File: src/rtl/musical_score_record.sv
// Score writer: latches the player's note once per beat and writes it to the
// score RAM at {song_id, beat}, closing each take with an END word.
module musical_score_record #(
    parameter int                 NOTE_W    = 4,
    parameter int                 BEAT_W    = 10,
    parameter int                 MAX_BEATS = 1023,
    parameter logic [NOTE_W-1:0]  REST_CODE = 4'h0,
    parameter logic [NOTE_W-1:0]  END_CODE  = 4'hF
) (
    input  logic                   clk_i,
    input  logic                   reset_i,
    input  logic [1:0]             song_id_i,
    input  logic                   start_i,
    input  logic                   stop_i,
    input  logic                   beat_tick_i,
    input  logic [NOTE_W-1:0]      note_in_i,
    input  logic                   note_valid_i,
    output logic                   wr_en_o,
    output logic [BEAT_W+1:0]      wr_addr_o,
    output logic [NOTE_W-1:0]      wr_data_o,
    output logic [16*NOTE_W-1:0]   recent_notes_o,
    output logic                   busy_o,
    output logic                   done_o,
    output logic [BEAT_W-1:0]      length_o
);

    localparam int RN_W = 16 * NOTE_W;
    localparam logic [2:0] S_IDLE   = 3'd0;
    localparam logic [2:0] S_ARMED  = 3'd1;
    localparam logic [2:0] S_RECORD = 3'd2;
    localparam logic [2:0] S_FLUSH  = 3'd3;
    localparam logic [2:0] S_DONE   = 3'd4;
    localparam logic [BEAT_W-1:0] LAST_NOTE_IDX = BEAT_W'(MAX_BEATS - 1);

    logic [2:0]          state_q,   state_d;
    logic [1:0]          song_q,    song_d;
    logic [BEAT_W-1:0]   beat_q,    beat_d;
    logic [NOTE_W-1:0]   latch_q,   latch_d;
    logic                wr_en_q,   wr_en_d;
    logic [BEAT_W+1:0]   wr_addr_q, wr_addr_d;
    logic [NOTE_W-1:0]   wr_data_q, wr_data_d;
    logic [RN_W-1:0]     recent_q,  recent_d;
    logic                busy_q,    busy_d;
    logic                done_q,    done_d;
    logic [BEAT_W-1:0]   length_q,  length_d;
    logic [NOTE_W-1:0]   beat_note_s;

    // A note arriving with the tick still belongs to the beat being closed.
    assign beat_note_s = note_valid_i ? note_in_i : latch_q;

    // Next-state and write-port decode for the take sequencer.
    always_comb begin
        state_d   = state_q;
        song_d    = song_q;
        beat_d    = beat_q;
        latch_d   = latch_q;
        wr_en_d   = 1'b0;
        wr_addr_d = wr_addr_q;
        wr_data_d = wr_data_q;
        recent_d  = recent_q;
        length_d  = length_q;
        case (state_q)
            S_IDLE, S_DONE: begin
                if (start_i) begin
                    state_d  = S_ARMED;
                    song_d   = song_id_i;
                    beat_d   = '0;
                    recent_d = '0;
                end else begin
                    state_d = state_q;
                end
            end
            S_ARMED: begin
                if (stop_i) begin
                    state_d = S_IDLE;
                end else if (beat_tick_i) begin
                    state_d = S_RECORD;
                    latch_d = REST_CODE;
                end else begin
                    state_d = S_ARMED;
                end
            end
            S_RECORD: begin
                if (beat_tick_i) begin
                    wr_en_d   = 1'b1;
                    wr_addr_d = {song_q, beat_q};
                    wr_data_d = beat_note_s;
                    beat_d    = beat_q + 1'b1;
                    latch_d   = REST_CODE;
                    recent_d  = {recent_q[RN_W-NOTE_W-1:0], beat_note_s};
                    // Auto-stop keeps the END word inside the song slot.
                    if (stop_i || (beat_q == LAST_NOTE_IDX)) begin
                        state_d = S_FLUSH;
                    end else begin
                        state_d = S_RECORD;
                    end
                end else if (stop_i) begin
                    state_d = S_FLUSH;
                end else if (note_valid_i) begin
                    latch_d = note_in_i;
                end else begin
                    latch_d = latch_q;
                end
            end
            S_FLUSH: begin
                wr_en_d   = 1'b1;
                wr_addr_d = {song_q, beat_q};
                wr_data_d = END_CODE;
                length_d  = beat_q;
                state_d   = S_DONE;
            end
            default: begin
                state_d = S_IDLE;
            end
        endcase
        busy_d = (state_d == S_ARMED) || (state_d == S_RECORD) || (state_d == S_FLUSH);
        done_d = (state_d == S_DONE);
    end

    // State and output registers; reset abandons any take in flight.
    always_ff @(posedge clk_i) begin
        if (reset_i) begin
            state_q   <= S_IDLE;
            song_q    <= 2'd0;
            beat_q    <= '0;
            latch_q   <= REST_CODE;
            wr_en_q   <= 1'b0;
            wr_addr_q <= '0;
            wr_data_q <= '0;
            recent_q  <= '0;
            busy_q    <= 1'b0;
            done_q    <= 1'b0;
            length_q  <= '0;
        end else begin
            state_q   <= state_d;
            song_q    <= song_d;
            beat_q    <= beat_d;
            latch_q   <= latch_d;
            wr_en_q   <= wr_en_d;
            wr_addr_q <= wr_addr_d;
            wr_data_q <= wr_data_d;
            recent_q  <= recent_d;
            busy_q    <= busy_d;
            done_q    <= done_d;
            length_q  <= length_d;
        end
    end

    assign wr_en_o        = wr_en_q;
    assign wr_addr_o      = wr_addr_q;
    assign wr_data_o      = wr_data_q;
    assign recent_notes_o = recent_q;
    assign busy_o         = busy_q;
    assign done_o         = done_q;
    assign length_o       = length_q;

endmodule
File: config.mk
export PLATFORM = sky130hd
export DESIGN_NAME = musical_score_record
export DESIGN_NICKNAME = d
export VERILOG_FILES = /design/src/rtl/musical_score_record.sv
export SDC_FILE = /design/constraint.sdc
export NUM_CORES = 1
export LEC_CHECK = 0
export ABC_CLOCK_PERIOD_IN_PS = 2190
export BUFFER_PORTS_ARGS = -buffer_cell sky130_fd_sc_hd__buf_2
export CORE_MARGIN = 5
export CORE_UTILIZATION = 50
export DETAILED_ROUTE_END_ITERATION = 8
export PLACE_DENSITY = 0.76
export SLEW_MARGIN = 20
export SYNTH_ARGS = -nofsm -noshare
export SYNTH_HDL_FRONTEND = slang
export SYNTH_SLANG_ARGS = --single-unit
export TNS_END_PERCENT = 1
File: constraint.sdc
create_clock -name clk_i -period 2.19 [get_ports clk_i]
set_clock_uncertainty 0.2 [all_clocks]
set_input_delay 0.438 -clock clk_i [delete_from_list [all_inputs] [get_ports clk_i]]
set_output_delay 0.438 -clock clk_i [all_outputs]
set_load 0.05 [all_outputs]
### Yosys cells after proc, flatten, opt, wreduce, memory -nomap -nowiden

Index checks and enable logic that the tools add are counted.

* add/sub/neg operators: 1
* eq/ne operators: 14
* muxes and demuxes: 25
* reductions and logical operators: 12

Operators by type and width (number)
* 2-to-1 mux 64 bit: 2
* one-hot mux 64 bit (2 select lines): 1
* 2-to-1 mux 4 bit: 6
* one-hot mux 12 bit (2 select lines): 1
* 2-to-1 mux 10 bit: 2
* one-hot mux 10 bit (2 select lines): 1
* one-hot mux 4 bit (2 select lines): 2
* == test 3 x 2 -> 1 bit, second input constant: 4
* 2-to-1 mux 12 bit: 1
* one-hot mux 3 bit (4 select lines): 1
* adder 10 x 1 -> 10 bit, second input constant: 1
* == test 10 bit, second input constant: 1
* 2-to-1 mux 3 bit: 3
* != test 2 bit, second input constant: 4
* == test 3 x 1 -> 1 bit, second input constant: 2
* == test 3 bit, second input constant: 2
* nonzero test 2 bit: 3
* 2-to-1 mux 2 bit: 2
* AND reduction 2 bit: 2
* AND reduction 4 bit: 1
* logical NOT 3 bit: 1
* logical OR 1 bit: 3
* != test 3 bit, second input constant: 1
* AND reduction 3 bit: 1
* other kinds (3): 4

* bits in registers: 112
* input port bits: 12
* output and inout port bits: 93
* word-level logic and storage cells: 63

### Logic depth before layout (Yosys ltp)

* depth in word-level cells: 8
* depth in mapped cells: 7
* gate-level depth less buffers: 5

### Worst setup path before layout

Ideal clock, no wire load.

* path kind: input-to-reg
* start: input beat_tick_i
* end: register recent_q[46] (netlist: recent_notes_o[46])
* setup time: 0.134 ns
* arrival: 1.490 ns
* required time: 1.856 ns
* slack: 0.366 ns
* stages: 7
* buffers on the path: 3
* path through: buf_2 -> and4bb_2 -> or2_1 -> buf_2 -> buf_2 -> nand3_1 -> a21oi_1

* word-level cells in the longest chain between the ends: 2

Ends and longest elaborated chain
* from (decl): RTL line 15 `input logic beat_tick_i,`
* != test 2 bit (no source line)
* AND reduction 3 bit (no source line)
* to (signal assigned): RTL line 142 `recent_q <= recent_d;`
* to (decl): RTL line 42 `logic [RN_W-1:0] recent_q, recent_d;`

No other way between the ends.
A chain may end at the register's enable or synchronous reset.

### Worst setup path after layout

* start: register state_q[1]
* end: register length_q[3] (netlist: length_o[3])

* word-level cells in the longest chain between the ends: 1

Ends and longest elaborated chain
* from (decl): RTL line 35 `logic [2:0] state_q, state_d;`
* from (signal assigned): RTL line 135 `state_q <= state_d;`
* == test 3 x 2 -> 1 bit: RTL line 62 `case (state_q)`
* to (signal assigned): RTL line 145 `length_q <= length_d;`
* to (decl): RTL line 45 `logic [BEAT_W-1:0] length_q, length_d;`

No other way between the ends.

==> results_dict.tcl <==
set metrics [dict create \
    worstSetupStartpointType "register" \
    tightest_slew_ns 0.5082 \
    synthFlopType "dfxtp_1" \
    place_inst 693 \
    synth_area_leader_cell "dfxtp_1" \
    grt_use_met2 0.2959 \
    avgRoutedWirePerCell_um 14.47 \
    die_w_um 102.3 \
    clkTransAtPathRegs_ns 0.11 \
    whs_ns 0.1368 \
    grt_overflow 0 \
    crit_path_max_incr_delay_ns 0.51 \
    rows 33 \
    finalHoldViolCount 0 \
    avgSynthCellArea_um2 8.316 \
    ys_seq_area_frac 0.5266 \
    vias 3828 \
    fin_crit_ns 1.839 \
    design_area_mm2 0.005107 \
    core_area_mm2 0.008258 \
    cts.sinks 112 \
    worstPathMaxFanout 12 \
    placed_cell_area_mm2 0.004882 \
    p_switching_uw 930.1 \
    stdcell_count 709 \
    worstPathCellList "nor2b_1 > and2_1 > nand2_1 > a21oi_1" \
    vias_per_cell 5.399 \
    cts_made_buffers 9 \
    drc_errors 0 \
    portBuffers 104 \
    hpwl_mm 7.017 \
    yosysWarnings 0 \
    p_leak_uw 0.002023 \
    tns_ns 0 \
    worst_setup_path_end_kind "register" \
    fin_nets 613 \
    synth_top_area_frac 0.5266 \
    status "finished clean" \
    num_antenna_cells 0 \
    drtIter0Drc 245 \
    firstDrtPassIters 5 \
    post_cts.repair.setup_buffers 0 \
    p_clk_frac 0.368 \
    holdCritPathClass "in2reg" \
    cts_resized 0 \
    path_class "reg2reg" \
    die_area_mm2 0.01046 \
    syn-num-nets 526 \
    relSlewSlack 0.6612 \
    synth_async_sr_flop_share 0 \
    synth_edf_count 0 \
    fmax_mhz 543.9 \
    cap_violations 0 \
    busiest_layer "met2" \
    grt_pass1_vias 3411 \
    p_int_uw 2674 \
    io_pins 105 \
    place.gp.congestion 0.8145 \
    syn_inst 512 \
    final_antenna_net_count 0 \
    worstSkewPairLatency_ns 0.38 \
    p_total_uw 3604 \
    wirelength_mm 10.26 \
    final_layout_size_suffix_gt1_frac 0.2368 \
    use_met3 0.04505 \
    combinationalPowerShare 0.063 \
    track_usage 0.1950 \
    ir_worst_vdd_v 0.0004010 \
    finalSetupViolCount 0 \
    antenna_found_initial 0 \
    drv_slew 0 \
    finalCritPeriodShare 0.8395 \
    grt_use_met1 0.2750 \
    cts_tree "yes" \
    grt_setup_unrepaired "no" \
    htree_levels 3 \
    power.density_mw_per_mm2 705.7 \
    grt_first_pass_wirelength_mm 16.47 \
    synth.distinct_cells 35 \
    ys_ff_latch 112 \
    ys_top_cells_by_count "nand2_1 (125), dfxtp_1 (112), a21oi_1 (89), nand3_1 (60)" \
    switching_share 0.2581 \
    netlist_area_mm2 0.004258 \
    yosysMostFrequentCell "nand2_1" \
    critical_path_required_ns 2.30 \
    die_h_um 102.3 \
    cp.arrival_ns 1.95 \
    synthTopCellsByArea "dfxtp_1 (53%), nand2_1 (11%), a21oi_1 (10%)" \
    p_seq_frac 0.569 \
    root_buffer "clkbuf_8" \
    start_util 0.5156 \
    cts-hold-fix-buffers 0 \
    grt_max_degree 67 \
    clock_path_buffers 2 \
    cpMaxStageDelayCell "dfxtp_1" \
    syn_to_final_growth_pct 19.95 \
]
-- layout make-up --
| class | instances | area, µm² |
|---|---|---|
| inverters | 3 | 11.26 |
| clock inverters | 7 | 101.3 |
| flip-flops and latches | 112 | 2242 |
| multi-input cells | 356 | 1839 |
| fillers | 749 | 3151 |
| repair buffers | 117 | 658.1 |
| clock buffers | 9 | 123.9 |
| well taps | 105 | 131.4 |
-- power by group through the flow --
stage | Combinational (µW) | Clock (µW) | Sequential, µW
6_report | 227 | 1320 | 2050
5_1_grt | 248 | 1420 | 2050
4_1_cts | 228 | 1340 | 2050
3_5_place_dp | 227 | 0 | 2100
3_3_place_gp | 223 | 0 | 2100
2_1_floorplan | 149 | 0 | 2110
-- per-stage QoR --
| stage | worst slack (ns) | utilization |
|---|---|---|
| after floorplan | 0.3661 | - |
| after global placement | 0.3202 | 0.5912 |
| after detailed placement | 0.2997 | 0.5912 |
| after CTS | 0.3536 | 0.6185 |
| after global routing | 0.2010 | 0.6185 |
| final | 0.3514 | 0.6185 |
-- kinds of logic (layout without fill, tap and decap cells) --
family,Yosys count,after routing,share of synthesized area
mux,10,10,0.02468
simple gates,228,228,0.2427
fa+ha+maj,2,2,0.005876
buf+inv,44,136,0.04467
xor+xnor,8,8,0.01646
flops,112,112,0.5266
compound gates,108,108,0.1390
-- flip-flops by register name, indices dropped and copies added, names as in the netlist --
signal	cells
state_q	3
wr_en_o	1
busy_o	1
length_o	10
wr_data_o	4
latch_q	4
beat_q	10
done_o	1
recent_notes_o	64
wr_addr_o	12
song_q	2
-- cells in the final DEF (no fill, tap or decap), types with 4 or more instances in the layout --
cell type,Yosys,routed
dfxtp_1,112,112
nor2_1,20,19
nand2_1,125,125
mux2i_1,6,6
buf_2,20,103
nand3_1,60,60
mux2_1,4,4
nand2b_1,4,4
a21oi_1,89,89
o2111ai_1,5,5
a31oi_1,5,5
clkbuf_8,0,9
xor2_1,8,8
buf_4,0,11
-- final timing paths --
check,to,depth (start not counted),start,slack [ns]
hold / removal,song_q[0],3,song_id_i[0],0.14
hold reg to reg,wr_addr_o[2],2,wr_addr_o[2],0.26
setup / recovery,length_o[3],4,state_q[1],0.35
setup reg to reg,length_o[3],4,state_q[1],0.35
-- metal layers --
metal | vias to the layer above | wire length, µm
li1 | 1910 | -
met1 | 1769 | 4571
met2 | 142 | 4774
met3 | 7 | 805
met4 | 0 | 109
met5 | - | 0
-- critical path, delay by kind of cell, from the launching register on --
kind            cells  cell delay [ns]
flops               1             0.51
compound gates      1             0.13
simple gates        3             0.94
(Power assumes the default switching activity.)
